<file path="src/rtl/ws2812_serializer_if.sv">
// Byte handshake between a colour pattern generator and the WS2812 serializer.
// The generator holds trigger with a stable color until data_request pulses.
interface ws2812_serializer_if;
    logic       trigger;
    logic [7:0] color;
    logic       data_request;

    modport master (
        output trigger,
        output color,
        input  data_request
    );

    modport slave (
        input  trigger,
        input  color,
        output data_request
    );
endinterface

</file>
<file path="src/rtl/ws2812_serializer.sv">
// WS2812 single-wire line driver: serialises colour bytes MSB-first into NRZ
// pulse timing and holds the line low for the latch interval between frames.
// Optional build macro: WS2812_OUTPUT_INVERT_EN inverts dout for an inverting
// level shifter (idle, reset and latch levels become 1).
module ws2812_serializer #(
    parameter int unsigned T0H_CYCLES   = 5,
    parameter int unsigned T1H_CYCLES   = 10,
    parameter int unsigned BIT_CYCLES   = 15,
    parameter int unsigned RESET_CYCLES = 720
) (
    input  logic                clk,
    input  logic                rst,
    ws2812_serializer_if.slave  up,
    output logic                dout,
    output logic                busy
);

    localparam int unsigned PhaseW = $clog2(BIT_CYCLES) + 1;
    localparam int unsigned LatchW = $clog2(RESET_CYCLES) + 1;

    localparam logic [PhaseW-1:0] PhaseLast = PhaseW'(BIT_CYCLES - 1);
    localparam logic [PhaseW-1:0] HighOne   = PhaseW'(T1H_CYCLES);
    localparam logic [PhaseW-1:0] HighZero  = PhaseW'(T0H_CYCLES);
    // Counting down to zero inclusive gives exactly RESET_CYCLES latch cycles.
    localparam logic [LatchW-1:0] LatchInit = LatchW'(RESET_CYCLES - 1);

    typedef enum logic [1:0] {StIdle, StSend, StLatch} state_e;

    state_e            state_q, state_d;
    logic [PhaseW-1:0] phase_q, phase_d;
    logic [2:0]        bit_q, bit_d;
    logic [7:0]        sr_q, sr_d;
    logic [LatchW-1:0] latch_q, latch_d;
    logic              dreq_q, dreq_d;
    logic              wave;

    // Next-state, byte capture and the un-inverted pulse waveform.
    always_comb begin
        state_d = state_q;
        phase_d = phase_q;
        bit_d   = bit_q;
        sr_d    = sr_q;
        latch_d = latch_q;
        dreq_d  = 1'b0;
        wave    = 1'b0;
        unique case (state_q)
            StIdle: begin
                if (up.trigger) begin
                    sr_d    = up.color;
                    dreq_d  = 1'b1;
                    bit_d   = 3'd7;
                    phase_d = '0;
                    state_d = StSend;
                end
            end
            StSend: begin
                wave = (phase_q < (sr_q[7] ? HighOne : HighZero));
                if (phase_q == PhaseLast) begin
                    phase_d = '0;
                    if (bit_q != 3'd0) begin
                        bit_d = bit_q - 3'd1;
                        sr_d  = {sr_q[6:0], 1'b0};
                    end else if (up.trigger) begin
                        // Gapless continuation into the next byte of the frame.
                        sr_d   = up.color;
                        dreq_d = 1'b1;
                        bit_d  = 3'd7;
                    end else begin
                        latch_d = LatchInit;
                        state_d = StLatch;
                    end
                end else begin
                    phase_d = phase_q + 1'b1;
                end
            end
            StLatch: begin
                if (latch_q == '0) begin
                    state_d = StIdle;
                end else begin
                    latch_d = latch_q - 1'b1;
                end
            end
            default: state_d = StIdle;
        endcase
    end

    // State and counter registers with synchronous reset.
    always_ff @(posedge clk) begin
        if (rst) begin
            state_q <= StIdle;
            phase_q <= '0;
            bit_q   <= '0;
            sr_q    <= '0;
            latch_q <= '0;
            dreq_q  <= 1'b0;
        end else begin
            state_q <= state_d;
            phase_q <= phase_d;
            bit_q   <= bit_d;
            sr_q    <= sr_d;
            latch_q <= latch_d;
            dreq_q  <= dreq_d;
        end
    end

    assign up.data_request = dreq_q;
    assign busy            = (state_q != StIdle);

`ifdef WS2812_OUTPUT_INVERT_EN
    assign dout = ~wave;
`else
    assign dout = wave;
`endif

endmodule
</file>
<file path="src/flat_wrapper.sv">
// flat-port wrapper written by rule: the top's interface ports become plain ports
module ws2812_serializer_flat 
#(
    parameter int unsigned T0H_CYCLES   = 5,
    parameter int unsigned T1H_CYCLES   = 10,
    parameter int unsigned BIT_CYCLES   = 15,
    parameter int unsigned RESET_CYCLES = 720
)
  (clk, rst, dout, busy, up_trigger, up_color, up_data_request);
  ws2812_serializer_if up_i ();
  input  logic clk;
  input  logic rst;
  output logic dout;
  output logic busy;
  input wire logic [$bits(up_i.trigger)-1:0] up_trigger;
  input wire logic [$bits(up_i.color)-1:0] up_color;
  output wire logic [$bits(up_i.data_request)-1:0] up_data_request;
  assign up_i.trigger = up_trigger;
  assign up_i.color = up_color;
  assign up_data_request = up_i.data_request;
  ws2812_serializer #(.T0H_CYCLES(T0H_CYCLES), .T1H_CYCLES(T1H_CYCLES), .BIT_CYCLES(BIT_CYCLES), .RESET_CYCLES(RESET_CYCLES)) u_core (.clk(clk), .rst(rst), .up(up_i), .dout(dout), .busy(busy));
endmodule
</file>
<file path="config.mk">
export PLATFORM = sky130hd
export DESIGN_NAME = ws2812_serializer_flat
export DESIGN_NICKNAME = d
export VERILOG_FILES = /design/src/rtl/ws2812_serializer_if.sv /design/src/rtl/ws2812_serializer.sv /design/src/flat_wrapper.sv
export SDC_FILE = /design/constraint.sdc
export NUM_CORES = 1
export LEC_CHECK = 0
export BUFFER_PORTS_ARGS = -buffer_cell sky130_fd_sc_hd__buf_2
export CELL_PAD_IN_SITES_DETAIL_PLACEMENT = 0
export CELL_PAD_IN_SITES_GLOBAL_PLACEMENT = 2
export CORE_ASPECT_RATIO = 1.2
export CORE_MARGIN = 2
export CORE_UTILIZATION = 33
export DETAILED_ROUTE_END_ITERATION = 7
export PLACE_DENSITY_LB_ADDON = 0.1
export SKIP_LAST_GASP = 1
export SLEW_MARGIN = 40
export SYNTH_ARGS = -nofsm -noshare
export SYNTH_HDL_FRONTEND = slang
export SYNTH_SLANG_ARGS = --single-unit
</file>
<file path="constraint.sdc">
create_clock -name clk -period 1.7 [get_ports clk]
set_input_delay 0.34 -clock clk [delete_from_list [all_inputs] [get_ports clk]]
set_output_delay 0.34 -clock clk [all_outputs]
set_load 0.01 [all_outputs]
</file>
# Word-level counts from Yosys, hierarchy flattened
# Cells that the tools add are included.
# word_totals
ff_bits	30
out_inout_bits	3
# classes
addsub	3
magnitude_cmp	1
eq_ne	9
muxes	28
n_reduce_logical	10
# op_table
operator	n
two-way mux 11 bit	4
two-way mux 8 bit	3
case mux 11 bit (2 select lines)	1
case mux 8 bit (2 select lines)	1
zero test 11 bit	1
subtractor 11 x 1 -> 11 bit, second input constant	1
two-way mux 2 bit	5
two-way mux 5 bit	2
case mux 5 bit (2 select lines)	1
AND reduction 5 bit	2
two-way mux 3 bit	3
!= test 2 bit, second input constant	4
case mux 2 bit (3 select lines)	1
case mux 3 bit (2 select lines)	1
nonzero test 2 bit	3
adder 5 x 1 -> 5 bit, second input constant	1
== test 5 x 4 -> 1 bit, second input constant	1
less-than comparator 5 bit	1
two-way mux 1 bit	4
two-way mux 4 bit	1
!= test 2 x 1 -> 1 bit, second input constant	2
AND reduction 2 bit	2
nonzero test 3 bit	1
subtractor 3 x 1 -> 3 bit, second input constant	1
4 further kinds	4

# Logic depth before layout (Yosys ltp)
# Gate-level depths: netlist of the first run.
# depth
ltp_word	4
mapped_depth	7
mapped_depth_nobuf	6

# Worst setup path before layout of the first run
# Ideal clock, no wire load.
# synth_timing
path_kind	reg-to-output
start	register u_core.sr_q[7]
end	output port dout
t_arrival_ns	1.653
slack_ns	-0.293
path_stages_with_launch	7
n_path_buf	0
cell_sequence	dfxtp_1 -> inv_1 -> ha_1 -> o21a_1 -> o21ai_0 -> nand2b_1 -> a2111oi_0
# synth_via
elab_chain_len	3
# synth_lines
item	line_no	rtl
from (decl)	ws2812_serializer.sv:32	logic [7:0] sr_q, sr_d;
from (signal assigned)	ws2812_serializer.sv:100	sr_q <= sr_d;
two-way mux 4 bit	ws2812_serializer.sv:57	wave = (phase_q < (sr_q[7] ? HighOne : HighZero));
less-than comparator 5 bit	ws2812_serializer.sv:57	
two-way mux 1 bit	ws2812_serializer.sv:46	unique case (state_q)
to (decl)	flat_wrapper.sv:13	output logic dout;
# Every way passes these cells.

# Worst setup path in the final report of the first run
# Same ends and word-level chain as after synthesis.

==> flow_summary_export.csv, run 1 <==
group,metric,value,unit
yosys,ys.flop_type,"dfxtp_1",
yosys,syn-num-nets,215,
yosys,synth_edf_count,0,
detailed_routing,vias,1584,
final_layout,fillers,495,
sta,finalWorstSetupSlack,-0.294,ns
worst_setup_path,worst_path_max_delay_cell,"a2111oi_4",
floorplan,start_util,0.346,
clock_network,htreeDepth,2,
yosys,syn_area_per_cell,8.79,um2
sta,finalHoldViolations,0,
final_layout,multi_input_area,1160,um2
yosys,synth-seq-area-share,0.349,
clock_network,numCtsBuffers,5,
sta,tns,-0.294,ns
global_route,antenna_found_initial,0,
worst_setup_path,critPathBufInv,3,
power,combPwrFrac,0.157,
worst_setup_path,cp-end-kind,"output port",
floorplan,dieArea,5820,um2
status,violations,"negative setup slack",
yosys,ys_top_cells_by_count,"dfxtp_1, inv_1, o21ai_0",
clock_network,cts_tree,"done",
place,placedCellCount,280,
detailed_routing,drc,0,
place,gp_congestion,0.782,
floorplan,ios,14,
worst_setup_path,cp_max_fo,2,
place,dp_hpwl,3080,um
final_layout,area_growth,32.5,%
global_route,grt_pass1_vias,1555,
power,p_leak,0.931,nW
clock_network,clk_pin_slew,0.06,ns
sta,period_share,1.17,
sta,finalCriticalPeriod,1.99,ns
final_layout,num_antenna_cells,0,
yosys,synth_area,1720,um2
global_route,grt_max_degree,22,
yosys,synth_area_leaders,"dfxtp_1, ha_1, o21ai_0",
power,p_clk_frac,0.353,
detailed_routing,vias_per_cell,5.37,
worst_setup_path,critPathMaxStageDelay,0.35,ns
global_route,track_usage,0.153,
worst_setup_path,critPathArrivalTime,1.65,ns
sta,maxSlewViolCount,0,
sta,setup_viol,1,
power,swShare,0.275,
worst_hold_path,min_path_type,"input pin to register",
clock_network,clk_path_buf_depth,2,
floorplan,core_region_area,4970,um2
worst_setup_path,path_delay_family,"buffers and inverters",
yosys,ys_warn_count,0,
detailed_routing,first_iter_violations,56,
detailed_routing,wl_per_cell,15.3,um
flow_run,drv_cap,0,
yosys,yosysTopAreaCellShare,0.349,
final_layout,drive_above_1_share,0.379,
clock_network,cts-root-buf,"clkbuf_8",
clock_network,clkLatencyLatePin,0.28,ns
sta,max_freq,501,MHz
place,io_buffers,13,
worst_setup_path,required,1.36,ns
detailed_routing,drt-pass1-iter-count,6,
power,ir_drop,0.000481,V
final_layout,instances_no_fill,295,
sta,grt_setup_unrepaired,"yes",
detailed_routing,ant_nets,0,
power,p_per_area,672,nW/um2
status,status,"finished, violations left",
floorplan,dieHeight,83.2,um
power,power_frac_seq,0.490,
worst_setup_path,start_kind,"register",
final_layout,final-seq-area,607,um2
sta,relSlewSlack,0.762,
floorplan,row_count,28,
yosys,ys_types,53,
worst_setup_path,path_cells,"inv_2, buf_4, ha_1, a2111oi_4, buf_2",
clock_network,clkSinkCount,30,
yosys,async_reset_ff_frac,0,
global_route,grt-ovfl-total,0,
detailed_routing,wirelength,4510,um
yosys,synthCells,196,
yosys,synth-seq-cells,30,
power,p_switching,0.000422,W
power,p_int,0.00111,W
global_route,grt_pass1_wl,7200,um
worst_setup_path,critPathKind,"register to output port",
sta,worst_pin_slew,0.356,ns
yosys,yosysTopAreaCell,"dfxtp_1",
floorplan,fp.dieW,70.0,um
final_layout,layout.nets,254,
sta,finClkSkew,0.00811,ns
place,pre_cts_slack,-0.131,ns
yosys,synth_most_common_cell,"dfxtp_1",
worst reg2reg max path, delay by kind of cell (launching register included):
kind / cells / cell delay, ns
AOI/OAI and AO/OA: 1 / 0.17
adders and majority gates: 1 / 0.23
buffers and inverters: 2 / 0.25
DFF: 1 / 0.33
and+or+nand+nor: 3 / 0.64
cell type report:
type	instances	share of cell area
inverter	18	0.0296
sequential	30	0.266
timing repair buffer	43	0.129
clock buffer	5	0.0302
clock inverter	2	0.00439
multi-input combinational	137	0.508
tap	60	0.0329
state kept, by name, summed over array words and instances, names as in the netlist:
name                    count
u_core.latch_q             11
u_core.sr_q                 8
u_core.phase_q              5
u_core.bit_q                3
u_core.state_q              2
u_core.up.data_request      1
kinds of logic (layout without fill, tap and decap cells):
| group | count (synthesis) | count (layout) | synth area share |
|---|---|---|---|
| mux | 2 | 2 | 0.0123 |
| fa+ha+maj | 8 | 8 | 0.0581 |
| xor+xnor | 2 | 2 | 0.0102 |
| simple gates | 63 | 63 | 0.234 |
| compound gates | 62 | 62 | 0.260 |
| buf+inv | 29 | 68 | 0.0770 |
| flops | 30 | 30 | 0.349 |
power groups by stage:
stage	logic, W	clock network (W)	registers [W]
finish	0.000241	0.000541	0.000752
global route	0.000267	0.000599	0.000755
CTS	0.000225	0.000553	0.000750
detailed placement	0.000215	0	0.000764
global placement	0.000209	0	0.000762
floorplan	0.000144	0	0.000759
path summary, 6_finish.rpt:
path,start,to,slack (ns),depth (start not counted)
setup reg to reg,u_core.bit_q[0]$_SDFFE_PP0P_,u_core.latch_q[5]$_SDFFE_PP0P_,0.02,7
hold reg to reg,u_core.sr_q[2]$_SDFFE_PP0P_,u_core.sr_q[2]$_SDFFE_PP0P_,0.47,2
setup / recovery,u_core.sr_q[7]$_SDFFE_PP0P_,dout,-0.29,5
hold / removal,rst,u_core.phase_q[0]$_SDFFE_PP0P_,0.35,2
cells in the final DEF, fill, tap and decap left out, types with 3 or more instances in the layout:
cell type / count
a221oi_2: 3
dfxtp_1: 25
buf_4: 29
buf_2: 13
nor2b_1: 10
clkbuf_8: 5
o21ai_0: 13
inv_1: 14
a211oi_2: 3
dfxtp_2: 5
nor2_1: 10
ha_4: 4
and3_1: 4
nor3_1: 10
o21a_1: 3
inv_2: 4
a31oi_1: 5
a221oi_1: 5
nand2_1: 6
a21oi_1: 8
a211oi_1: 3
ha_1: 4
per-layer routing:
layer,vias up,GRT usage,part of all wire
met1,749,0.180,0.43
met2,34,0.278,0.53
li1,799,-,-
met4,0,0.0367,0.0047
met5,-,0,0
met3,2,0.0376,0.035
metrics by stage:
stage	instance area, um2	hold WS (ns)	util	total power [W]
floorplan	1740	0.443	-	0.000902
global placement	1980	0.455	0.398	0.000971
detailed placement	1980	0.457	0.398	0.000979
CTS	2170	0.360	0.436	0.00153
global route	2280	0.347	0.459	0.00162
finish	2280	0.350	0.459	0.00153
what timing repair did:
item	4_1_cts	5_1_grt
setup buffers	3	4
resized for setup	13	23
setup endpoints to repair	14	23
cloned	1	0
hold buffers	0	0
pin swaps	5	10
(Power assumes the default switching activity.)
==> run 2: changes to the inputs <==
--- a/config.mk
+++ b/config.mk
@@ -13,6 +13,7 @@
 export CORE_UTILIZATION = 33
 export DETAILED_ROUTE_END_ITERATION = 7
 export PLACE_DENSITY_LB_ADDON = 0.1
+export SKIP_CTS_REPAIR_TIMING = 1
 export SKIP_LAST_GASP = 1
 export SLEW_MARGIN = 40
 export SYNTH_ARGS = -nofsm -noshare
==> run 2 against run 1 <==
Net effect:
- the run still ends with negative setup slack left
- setup slack worse by 0.062 ns
- combinational power barely moved
- sequential share of layout area is 0.33 points higher
- critical path depth rose by 1
- clock-buffer cell count unchanged
- routed wire length is 3.1% lower
- sequential cell count unchanged
- cell area fell by 1.4%
- clock power fell by 2%
==> flow_summary_export.csv, run 2 (synthesis results as in run 1) <==
group,metric,value,unit
sta,setup_viol,1,
floorplan,core_region_area,4970,um2
power,p_clk_frac,0.349,
worst_setup_path,cp_max_fo,2,
worst_setup_path,critPathKind,"register to output port",
sta,grt_setup_unrepaired,"yes",
worst_setup_path,cp-end-kind,"output port",
detailed_routing,drt-pass1-iter-count,4,
floorplan,dieArea,5820,um2
status,status,"finished, violations left",
global_route,grt_pass1_vias,1505,
global_route,antenna_found_initial,0,
worst_hold_path,hold_path_depth,2,
worst_setup_path,r2r-end,"u_core.latch_q[5]$_SDFFE_PP0P_",
detailed_routing,ant_nets,0,
power,combPwrFrac,0.156,
clock_network,clkLatencyLatePin,0.28,ns
worst_hold_path,min_to,"u_core.state_q[0]$_SDFFE_PP0P_",
final_layout,multi_input_area,1130,um2
global_route,grt-ovfl-total,0,
detailed_routing,wl_per_cell,14.8,um
clock_network,htreeDepth,2,
sta,finalWorstSetupSlack,-0.356,ns
power,p_per_area,676,nW/um2
power,swShare,0.269,
status,violations,"negative setup slack",
clock_network,cts_tree,"done",
worst_setup_path,rrSetupSlack,0.06,ns
detailed_routing,vias_per_cell,5.26,
floorplan,ios,14,
power,power_frac_seq,0.494,
floorplan,fp.dieW,70.0,um
sta,maxSlewViolCount,0,
sta,finalHoldViolations,0,
clock_network,cts-root-buf,"clkbuf_8",
sta,period_share,1.21,
place,dp_hpwl,3080,um
final_layout,layout.nets,254,
worst_hold_path,holdCritStartpoint,"rst",
final_layout,final_cell_mix,"buf_4, dfxtp_1, inv_1",
sta,finClkSkew,0.00635,ns
sta,relSlewSlack,0.779,
clock_network,clkSinkCount,30,
place,placedCellCount,280,
worst_setup_path,crit_top_cell,"buf_4",
worst_setup_path,path_cells,"inv_2, buf_4, buf_4, ha_1, a2111oi_4, buf_2",
floorplan,start_util,0.346,
flow_run,drv_cap,0,
clock_network,numCtsBuffers,5,
worst_setup_path,critPathArrivalTime,1.72,ns
detailed_routing,first_iter_violations,63,
global_route,track_usage,0.147,
sta,max_freq,486,MHz
power,p_int,0.00111,W
final_layout,drive_above_1_share,0.357,
worst_setup_path,worst_path_max_delay_cell,"dfxtp_2",
clock_network,clk_path_buf_depth,2,
sta,timing.hold.ws,0.352,ns
place,gp_congestion,0.782,
worst_hold_path,min_path_type,"input pin to register",
final_layout,mostFrequentLayoutCell,"buf_4",
final_layout,area_growth,30.6,%
power,p_leak,0.931,nW
worst_setup_path,start_kind,"register",
power,ir_drop,0.000460,V
final_layout,instances_no_fill,295,
final_layout,top_regs,"u_core.latch_q: 11 flops, u_core.sr_q: 8 flops, u_core.phase_q: 5 flops",
power,p_switching,0.000409,W
global_route,grt_max_degree,22,
sta,finalCriticalPeriod,2.06,ns
clock_network,clk_pin_slew,0.06,ns
detailed_routing,wirelength,4370,um
worst_setup_path,critPathMaxStageDelay,0.34,ns
final_layout,largest_reg_flops,11,
detailed_routing,drc,0,
final_layout,regMostFlops,"u_core.latch_q",
worst_setup_path,required,1.36,ns
final_layout,num_antenna_cells,0,
global_route,grt_pass1_wl,6890,um
floorplan,dieHeight,83.2,um
worst_setup_path,reg2reg_depth,7,
floorplan,row_count,28,
final_layout,final-seq-area,606,um2
place,io_buffers,13,
worst_setup_path,r2r-start,"u_core.bit_q[0]$_SDFFE_PP0P_",
detailed_routing,vias,1553,
sta,worst_pin_slew,0.331,ns
final_layout,fillers,499,
[run 2: cell counts in the layout (fill, tap and decap cells not counted)]
No cell type changed its count.
[run 2: critical path, delay by kind of cell, from the launching register on]
family          cells  cell delay (ns)
compound gates      1             0.29
fa+ha+maj           1             0.32
flops               1             0.34
buf+inv             4             0.48
[run 2: per-stage QoR]
step / cell area [um2] / utilization / setup slack, ns / setup TNS, ns / total power, W
final: 2250 / 0.452 / -0.356 / -0.356 / 0.00152
after CTS: 2060 / 0.414 / -0.451 / -0.949 / 0.00152
after global placement: 1980 / 0.398 / -0.109 / -0.304 / 0.000971
after detailed placement: 1980 / 0.398 / -0.131 / -0.427 / 0.000979
after floorplan: 1740 / - / 0.0225 / 0 / 0.000902
after global routing: 2250 / 0.452 / -0.453 / -0.571 / 0.00161
[run 2: layout make-up]
type / count / area share
Multi-Input combinational cell: 137 / 0.501
Inverter: 18 / 0.0300
Timing Repair Buffer: 43 / 0.131
Sequential cell: 30 / 0.269
Clock inverter: 2 / 0.00445
Clock buffer: 5 / 0.0306
Tap cell: 60 / 0.0334
[run 2: power groups by stage]
stage / clock (W) / sequential, W / combinational (W)
floorplan: 0 / 0.000759 / 0.000144
global placement: 0 / 0.000762 / 0.000209
detailed placement: 0 / 0.000764 / 0.000215
CTS: 0.000553 / 0.000749 / 0.000216
global route: 0.000592 / 0.000754 / 0.000263
finish: 0.000531 / 0.000752 / 0.000238
[run 2: per-layer routing]
layer,vias to the layer above,global-route usage,wire length [um]
li1,797,-,-
met1,719,0.169,1840
met2,33,0.267,2280
met3,4,0.0376,202
met4,0,0.0367,51
met5,-,0,0
[run 2: worst max-delay path by stage]
stage,from,to,slack [ns],cells past startpoint
global route,u_core.sr_q[7]$_SDFFE_PP0P_,dout,-0.45,7
floorplan,u_core.sr_q[7]$_SDFFE_PP0P_,dout,0.02,6
detailed placement,u_core.sr_q[7]$_SDFFE_PP0P_,dout,-0.13,7
finish,u_core.sr_q[7]$_SDFFE_PP0P_,dout,-0.36,6
CTS,u_core.sr_q[7]$_SDFFE_PP0P_,dout,-0.45,7
global placement,u_core.phase_q[0]$_SDFFE_PP0P_,u_core.sr_q[7]$_SDFFE_PP0P_,-0.11,6
==> run 3: changes to the inputs <==
--- a/config.mk
+++ b/config.mk
@@ -9,11 +9,10 @@
 export CELL_PAD_IN_SITES_DETAIL_PLACEMENT = 0
 export CELL_PAD_IN_SITES_GLOBAL_PLACEMENT = 2
 export CORE_ASPECT_RATIO = 1.2
-export CORE_MARGIN = 2
 export CORE_UTILIZATION = 33
+export CTS_CLUSTER_DIAMETER = 150
 export DETAILED_ROUTE_END_ITERATION = 7
 export PLACE_DENSITY_LB_ADDON = 0.1
-export SKIP_CTS_REPAIR_TIMING = 1
 export SKIP_LAST_GASP = 1
 export SLEW_MARGIN = 40
 export SYNTH_ARGS = -nofsm -noshare
==> run 3 against run 2 <==
Net effect:
- the flow still finishes with violations (negative setup slack)
- non-clock buffer count rose by 4
- via count increased by 4.6%
- critical path depth is 1 lower
- register-to-register slack got worse by 0.02 ns
- combinational power grew 11%
- largest cell class unchanged
==> flow_summary_export.csv, run 3 (synthesis results as in run 1) <==
group,metric,value,unit
sta,worst_pin_slew,0.293,ns
global_route,grt_max_degree,21,
final_layout,regMostFlops,"u_core.latch_q",
global_route,grt_pass1_vias,1564,
final_layout,mostFrequentLayoutCell,"buf_4",
power,p_per_area,658,nW/um2
detailed_routing,ant_nets,0,
worst_setup_path,cp-end-kind,"output port",
clock_network,cts_tree,"done",
final_layout,area_growth,36.5,%
worst_setup_path,r2r-start,"u_core.latch_q[1]$_SDFFE_PP0P_",
floorplan,ios,14,
worst_setup_path,cp_num_cells,5,
worst_setup_path,critPathKind,"register to output port",
detailed_routing,drc,0,
clock_network,ctsHoldBuffers,0,
clock_network,htreeDepth,2,
worst_hold_path,min_path_type,"input pin to register",
clock_network,clk_path_buf_depth,2,
worst_setup_path,rrSetupSlack,0.04,ns
place,gp_congestion,0.766,
final_layout,top_regs,"u_core.latch_q: 11 flops, u_core.sr_q: 8 flops, u_core.phase_q: 5 flops",
detailed_routing,vias_per_cell,5.43,
floorplan,start_util,0.346,
sta,grt_setup_unrepaired,"yes",
sta,max_freq,506,MHz
worst_hold_path,holdCritStartpoint,"rst",
sta,period_share,1.16,
floorplan,row_count,28,
floorplan,dieHeight,81.2,um
status,violations,"negative setup slack",
worst_setup_path,critPathMaxStageDelay,0.35,ns
final_layout,drive_above_1_share,0.397,
final_layout,final_cell_mix,"buf_4, dfxtp_1, inv_1, buf_2, o21ai_0",
global_route,grt-ovfl-total,0,
floorplan,core_region_area,4970,um2
power,ir_drop,0.000318,V
detailed_routing,first_iter_violations,53,
detailed_routing,drt-pass1-iter-count,4,
sta,finClkSkew,0.00684,ns
final_layout,instances_no_fill,299,
flow_run,drv_cap,0,
floorplan,fp.dieW,68.0,um
worst_setup_path,crit_start,"u_core.sr_q[7]$_SDFFE_PP0P_",
place,placedCellCount,282,
worst_setup_path,cp_max_fo,2,
sta,finalHoldViolations,0,
global_route,grt_pass1_wl,7090,um
place,dp_hpwl,3130,um
detailed_routing,vias,1625,
floorplan,dieArea,5510,um2
global_route,antenna_found_initial,0,
clock_network,clkSinkCount,30,
detailed_routing,wl_per_cell,15.0,um
clock_network,cts-root-buf,"clkbuf_8",
worst_setup_path,path_cells,"inv_2, buf_4, ha_1, a2111oi_4, buf_2",
worst_hold_path,min_to,"u_core.phase_q[0]$_SDFFE_PP0P_",
worst_setup_path,reg2reg_depth,6,
final_layout,num_antenna_cells,0,
worst_setup_path,r2r-end,"u_core.latch_q[5]$_SDFFE_PP0P_",
detailed_routing,wirelength,4490,um
power,p_leak,0.956,nW
final_layout,layout.nets,258,
sta,setup_viol,1,
place,io_buffers,13,
status,status,"finished, violations left",
clock_network,numCtsBuffers,5,
sta,finalCriticalPeriod,1.98,ns
clock_network,clk_pin_slew,0.06,ns
worst_setup_path,critPathArrivalTime,1.64,ns
sta,maxSlewViolCount,0,
sta,relSlewSlack,0.804,
worst_setup_path,worst_path_max_delay_cell,"a2111oi_4",
final_layout,largest_reg_flops,11,
clock_network,clkLatencyLatePin,0.28,ns
worst_setup_path,required,1.36,ns
sta,tns,-0.276,ns
worst_setup_path,critPathBufInv,3,
worst_setup_path,start_kind,"register",
sta,finalWorstSetupSlack,-0.276,ns
worst_hold_path,hold_path_depth,2,
global_route,track_usage,0.173,
worst_setup_path,path_delay_family,"buffers and inverters",
run 3: changes by cell type in the layout (fill, tap and decap cells not counted), sizes merged:
cell	previous run	this run
clkinv	2	0
buf	43	47
clkbuf	5	7
run 3: worst max-delay path by stage:
stage / endpoint / slack (ns)
global route: dout / -0.40
finish: dout / -0.28
floorplan: dout / 0.02
CTS: dout / -0.36
global placement: u_core.sr_q[7]$_SDFFE_PP0P_ / -0.10
detailed placement: dout / -0.14
run 3: metrics by stage:
step | hold WS (ns) | cell area, um2 | total power (W) | utilization | worst slack, ns
3_3_place_gp | 0.456 | 2000 | 0.000974 | 0.401 | -0.103
3_5_place_dp | 0.465 | 2000 | 0.000983 | 0.401 | -0.141
4_1_cts | 0.363 | 2170 | 0.00154 | 0.437 | -0.356
6_report | 0.362 | 2350 | 0.00155 | 0.473 | -0.276
2_1_floorplan | 0.443 | 1740 | 0.000902 | - | 0.0225
5_1_grt | 0.377 | 2350 | 0.00163 | 0.473 | -0.398
run 3: worst register-to-register path, cell delays in order, from the launching register on:
cell	delay, ns
dfxtp_2	0.33
inv_2	0.07
ha_4	0.14
nor3b_4	0.26
a41oi_4	0.20
or3b_1	0.41
a31oi_1	0.17
run 3: per-layer routing:
layer / GRT usage / up-vias / routed length [um]
met5: 0 / - / 0
met4: 0.0604 / 0 / 78
met3: 0.0421 / 9 / 124
met2: 0.317 / 22 / 2380
met1: 0.188 / 787 / 1910
li1: - / 807 / -
run 3: cell type report:
cell class,count,area (um2)
well taps,60,75.1
clock buffers,7,76.3
multi-input cells,137,1180
fillers,496,2620
repair buffers,47,342
inverters,18,67.6
flip-flops and latches,30,607
run 3: power by group:
group          internal, W  switching (W)  total [W]  leakage [nW]
Sequential        0.000732      0.0000195   0.000752         0.247
Combinational     0.000120       0.000145   0.000265         0.671
Clock             0.000281       0.000250   0.000531        0.0383
run 3: repair_timing:
item                                    CTS  global route
gates cloned                              1             1
gates resized for setup                  15            29
setup buffers                             1             8
hold endpoints to repair                  0             0
endpoints found under the setup margin   13            20
pin swaps                                 4            14
